[config.mk]
export PLATFORM = sky130hd
export DESIGN_NAME = elastic_pipe_chain
export DESIGN_NICKNAME = d
export VERILOG_FILES = /design/src/rtl/common_lib.sv /design/src/rtl/elastic_pipe_chain_pkg.sv /design/src/rtl/elastic_pipe_stage.sv /design/src/rtl/elastic_pipe_chain.sv
export SDC_FILE = /design/constraint.sdc
export NUM_CORES = 1
export LEC_CHECK = 0
export ABC_AREA = 1
export BUFFER_PORTS_ARGS = -buffer_cell sky130_fd_sc_hd__buf_2
export CAP_MARGIN = 20
export CORE_MARGIN = 10
export CORE_UTILIZATION = 48
export CTS_CLUSTER_DIAMETER = 30
export DETAILED_ROUTE_END_ITERATION = 8
export GPL_TIMING_DRIVEN = 0
export PLACE_DENSITY = 0.78
export SYNTH_ARGS = -nofsm -noshare
export SYNTH_HDL_FRONTEND = slang
export SYNTH_SLANG_ARGS = --single-unit
[constraint.sdc]
create_clock -name sys_clk -period 2.25 [get_ports sys_clk]
set_input_delay 0.225 -clock sys_clk [delete_from_list [all_inputs] [get_ports sys_clk]]
set_output_delay 0.225 -clock sys_clk [all_outputs]
set_load 0.01 [all_outputs]
[src/rtl/common_lib.sv]
// Shared helpers used across the codebase.
// clog2: ceiling log2 of a value, usable in parameter defaults.
package common_lib;

  function automatic int unsigned clog2(input int unsigned value);
    int unsigned result;
    result = 0;
    for (int unsigned i = 0; i < 32; i++) begin
      if ((64'd1 << i) < 64'(value)) begin
        result = i + 1;
      end
    end
    return result;
  endfunction

endpackage

[src/rtl/elastic_pipe_chain_pkg.sv]
// Types shared between the elastic pipe chain and its stage registers.
// stage_op_e: per-stage command decoded by the chain each cycle.
package elastic_pipe_chain_pkg;

  typedef enum logic [1:0] {
    StageHold  = 2'd0,
    StageLoad  = 2'd1,
    StageFlush = 2'd2
  } stage_op_e;

endpackage

[src/rtl/elastic_pipe_stage.sv]
// One register slot of the elastic chain: a data register and its valid bit.
// Ports:
//   sys_clk, rstn      - clock, synchronous active-low reset
//   op_i               - hold / load from upstream / flush (drop valid)
//   up_valid_i/data_i  - upstream slot contents
//   valid_o, data_o    - registered slot contents
module elastic_pipe_stage
  import elastic_pipe_chain_pkg::*;
#(
  parameter int unsigned WIDTH = 8
) (
  input  logic             sys_clk,
  input  logic             rstn,
  input  stage_op_e        op_i,
  input  logic             up_valid_i,
  input  logic [WIDTH-1:0] up_data_i,
  output logic             valid_o,
  output logic [WIDTH-1:0] data_o
);

  logic             valid_d, valid_q;
  logic [WIDTH-1:0] data_d, data_q;

  always_comb begin
    valid_d = valid_q;
    data_d  = data_q;
    unique case (op_i)
      StageLoad: begin
        valid_d = up_valid_i;
        // Data only moves with a valid token so idle slots keep their contents.
        if (up_valid_i) begin
          data_d = up_data_i;
        end
      end
      // Flush drops the token but leaves the data register alone.
      StageFlush: valid_d = 1'b0;
      default:    ;
    endcase
  end

  always_ff @(posedge sys_clk) begin
    if (!rstn) begin
      valid_q <= 1'b0;
      data_q  <= '0;
    end else begin
      valid_q <= valid_d;
      data_q  <= data_d;
    end
  end

  assign valid_o = valid_q;
  assign data_o  = data_q;

endmodule

[src/rtl/elastic_pipe_chain.sv]
// Elastic pipeline of DEPTH valid/ready register stages with bubble collapsing,
// flush and a registered occupancy count.
// Ports:
//   sys_clk, rstn                   - clock, synchronous active-low reset
//   in_valid_i/in_data_i/in_ready_o - upstream handshake
//   out_valid_o/out_data_o/out_ready_i - downstream handshake (last stage)
//   flush_i                         - drop every in-flight token next edge
//   stage_probe_o, stage_valid_o    - per-stage data / valid, stage k at slot k
//   occupancy_o                     - number of valid stages
module elastic_pipe_chain
  import common_lib::*;
  import elastic_pipe_chain_pkg::*;
#(
  parameter int unsigned WIDTH = 8,
  parameter int unsigned DEPTH = 4,
  parameter int unsigned CNT_W = clog2(DEPTH + 1)
) (
  input  logic                   sys_clk,
  input  logic                   rstn,
  input  logic                   in_valid_i,
  input  logic [WIDTH-1:0]       in_data_i,
  output logic                   in_ready_o,
  output logic                   out_valid_o,
  output logic [WIDTH-1:0]       out_data_o,
  input  logic                   out_ready_i,
  input  logic                   flush_i,
  output logic [DEPTH*WIDTH-1:0] stage_probe_o,
  output logic [DEPTH-1:0]       stage_valid_o,
  output logic [CNT_W-1:0]       occupancy_o
);

  logic [DEPTH-1:0]            v;
  logic [DEPTH-1:0][WIDTH-1:0] d;
  logic [DEPTH-1:0]            rdy;
  stage_op_e                   op [DEPTH];
  logic [CNT_W-1:0]            occ_d, occ_q;
  logic                        in_xfer, out_xfer;

  // A stage can take new data if it is empty or its successor can take its
  // data; this depends only on valid bits and out_ready_i, never on in_valid_i.
  always_comb begin
    logic r;
    r = out_ready_i;
    for (int k = int'(DEPTH) - 1; k >= 0; k--) begin
      r      = ~v[k] | r;
      rdy[k] = r;
    end
  end

  for (genvar k = 0; k < DEPTH; k++) begin : g_stage
    logic             up_valid;
    logic [WIDTH-1:0] up_data;

    if (k == 0) begin : g_head
      assign up_valid = in_valid_i;
      assign up_data  = in_data_i;
    end else begin : g_body
      assign up_valid = v[k-1];
      assign up_data  = d[k-1];
    end

    assign op[k] = flush_i ? StageFlush : (rdy[k] ? StageLoad : StageHold);

    elastic_pipe_stage #(
      .WIDTH(WIDTH)
    ) u_stage (
      .sys_clk   (sys_clk),
      .rstn      (rstn),
      .op_i      (op[k]),
      .up_valid_i(up_valid),
      .up_data_i (up_data),
      .valid_o   (v[k]),
      .data_o    (d[k])
    );
  end

  assign in_ready_o    = rdy[0] & ~flush_i;
  assign out_valid_o   = v[DEPTH-1];
  assign out_data_o    = d[DEPTH-1];
  assign stage_probe_o = d;
  assign stage_valid_o = v;

  assign in_xfer  = in_valid_i & in_ready_o;
  assign out_xfer = out_valid_o & out_ready_i;

  always_comb begin
    occ_d = occ_q;
    if (flush_i) begin
      occ_d = '0;
    end else if (in_xfer && !out_xfer) begin
      occ_d = occ_q + CNT_W'(1);
    end else if (out_xfer && !in_xfer) begin
      occ_d = occ_q - CNT_W'(1);
    end
  end

  always_ff @(posedge sys_clk) begin
    if (!rstn) begin
      occ_q <= '0;
    end else begin
      occ_q <= occ_d;
    end
  end

  assign occupancy_o = occ_q;

endmodule

==> metrics.csv <==
stage;metric;value;unit
detailed_routing;ant_nets;0;
layout;layout.area.seq;781;µm²
placement;numPortBuffers;60;
clock_network;htree_num_levels;2;
detailed_routing;routed_wl;4040;µm
layout;area_growth_syn_to_layout;26.0;%
clock_network;cts_buffer_depth;2;
synthesis;yosys.cell_types.count;22;
detailed_routing;wl_met3;463;µm
detailed_routing;via_count;1555;
detailed_routing;avgRoutedWirePerCell;11.8;µm
critical_path;r2r_slack;0.26;ns
sta;slew_headroom;71.2;%
sta;fin_crit_sh;88.3;%
synthesis;synth-seq-cells;39;
synthesis;ys_seq_area_share;46.7;%
flow_run;max_cap_viol_count;0;
global_route;antenna_found_initial;0;
clock_network;clkLatencyLatePin;0.36;ns
critical_path;cp_max_fo;10;
global_route;grtUsageTotal;13.1;%
power;p_leak;1.16;nW
detailed_routing;top_layer;met4;
critical_path;crit_path_start;g_stage[3].u_stage.valid_o;
critical_path;crit_required;2.49;ns
placement;dp_hpwl;3190;µm
global_route;grt_max_degree;13;
clock_network;cts_hold_buf;0;
global_route;grt_pass1_vias;1474;
synthesis;netlist_instances;227;
sta;worst_pin_slew;0.431;ns
critical_path;reg2reg_to;occupancy_o[2];
detailed_routing;m1WireLength;1700;µm
power;power;1.21;mW
synthesis;yosysWarnings;0;
clock_network;cts_tree;built;
synthesis;synth_area;1670;µm²
clock_network;cts_root_buf;clkbuf_4;
power;irDropWorstVdd;0.318;mV
worst_hold_path;hp-start;rstn;
critical_path;r2r-start;g_stage[3].u_stage.valid_o;
sta;hold_viol;0;
layout;final_common_cell;nor2_1;
sta;fin_crit;1.99;ns
power;powerDensity;575;nW/µm²
status;status;complete, no violations;
global_route;grt_overflow;0;
floorplan;die-width;79.0;µm
critical_path;criticalPathCategory;flip-flop to flip-flop;
layout;finalNetCount;311;
critical_path;worst-r2r-cell-count;12;
layout;multi_input_area;654;µm²
sta;fmax;503;MHz
critical_path;cp-end-kind;flip-flop;
layout;fill_cells;346;
worst_hold_path;hold_path_class;input pin to flip-flop;
sta;setup_violations;0;
floorplan;rows;21;
placement;finalWeightedCongestion;0.751;
floorplan;io_pins;62;
layout;drive_gt1_share;31.0;%
sta;rsz0062_at_grt;false;
synthesis;syn_nets;242;
sta;drv_slew;0;
floorplan;die_y;79.0;µm
detailed_routing;route.met2.wl;1830;µm
critical_path;crit_path_end;occupancy_o[2];
clock_network;clkTransAtPathRegs;0.11;ns
layout;mostFrequentLayoutCells;nor2_1 (65), buf_2 (61), dfxtp_1 (39);
floorplan;floorplan.initialDensity;49.7;%
synthesis;syn_avg_cell_area;7.37;µm²
detailed_routing;drc;0;
clock_network;clkSinkCount;39;
floorplan;core;3360;µm²
sta;setup_tns;0;ns
detailed_routing;viasPerCell;4.53;
detailed_routing;first_pass_iters;4;
floorplan;dieArea;6250;µm²
clock_network;numCtsBuffers;5;
critical_path;worstPathArrival;2.23;ns
detailed_routing;first_iter_violations;77;
global_route;grt_pass1_wl;6560;µm
sta;clock_skew;0.00979;ns
layout;diodes;0;
critical_path;critPathLaunchType;flip-flop;
[per-layer routing]
layer	vias up	track usage [%]
met5	-	0
met4	0	4.84
li1	824	-
met1	663	13.8
met2	64	21.4
met3	4	7.43
[cells in the mapped netlist]
cell      instances  share of area, %
nand4_1           8               3.0
nor2_4            1              0.67
o21ai_0          25               7.5
clkbuf_1          3              0.67
buf_4            12               5.4
ha_1              1              0.75
xor2_1            1              0.52
nand3_2           1              0.60
nor3b_1           1              0.45
nand4_4           1               1.3
nand2_1          22               4.9
inv_2             4              0.90
inv_1            28               6.3
nand3_1           1              0.30
clkinv_1          5               1.1
buf_2             1              0.30
nor2_1           65                15
a21oi_1           4               1.2
nor3_4            1              0.97
dfxtp_1          39                47
nand2_2           2              0.75
fa_1              1               1.2
[sequential cells by signal, summed over array words and instances (netlist names)]
| register | flops |
|---|---|
| occupancy_o | 3 |
| g_stage.u_stage.data_o | 32 |
| g_stage.u_stage.valid_o | 4 |
[logic make-up (layout without fill, tap and decap cells)]
group           after synthesis  count (layout)  share of synthesized area (%)
flops                        39              39                           46.7
fa+ha+maj                     2               2                           1.94
simple gates                103             103                           27.5
compound gates               29              29                           8.68
xor+xnor                      1               1                          0.524
buf+inv                      53             123                           14.7
[how the worst min path moves through the flow]
stage	endpoint	slack (ns)	cells past startpoint
floorplan	g_stage[3].u_stage.data_o[2]	0.36	2
global placement	g_stage[1].u_stage.data_o[1]	0.48	2
detailed placement	g_stage[3].u_stage.data_o[4]	0.49	2
CTS	g_stage[3].u_stage.data_o[2]	0.14	3
global route	g_stage[3].u_stage.data_o[2]	0.14	3
finish	g_stage[3].u_stage.data_o[2]	0.16	3
[area by class of cell]
class,count,share of cell area (%)
Sequential cell,39,37.1
Multi-Input combinational cell,135,31.1
Timing Repair Buffer,62,15.0
Inverter,37,6.59
Buffer,16,5.05
Tap cell,46,2.73
Clock buffer,6,1.96
Clock inverter,2,0.594
[critical path: stages (launching register included)]
cell	delay, ns
dfxtp_1	0.37
inv_1	0.08
nor2_4	0.17
nand4_4	0.20
nand3_4	0.16
inv_1	0.05
ha_1	0.18
inv_1	0.10
fa_1	0.19
a21oi_1	0.06
o21ai_0	0.11
nand2_1	0.07
nor3b_1	0.14
[power breakdown]
part           internal (mW)  total (mW)  switching [mW]
sequential             0.711       0.726          0.0152
clock                  0.121       0.353           0.232
combinational         0.0538       0.134          0.0799
[timing repair]
item	CTS	global route
setup buffers	0	2
resized for setup	0	1
setup endpoints to repair	0	1
[metrics by stage]
step | util (%) | hold slack, ns | setup WS, ns | instances | area [µm²]
final | 62.6 | 0.163 | 0.263 | 343 | 2110
after global placement | 60.4 | 0.480 | 0.226 | 333 | 2030
after global routing | 62.6 | 0.144 | 0.0421 | 343 | 2110
after floorplan | - | 0.361 | 0.336 | 227 | 1670
after CTS | 62.0 | 0.144 | 0.156 | 341 | 2080
after detailed placement | 60.4 | 0.494 | 0.199 | 333 | 2030
(Power assumes the default switching activity.)
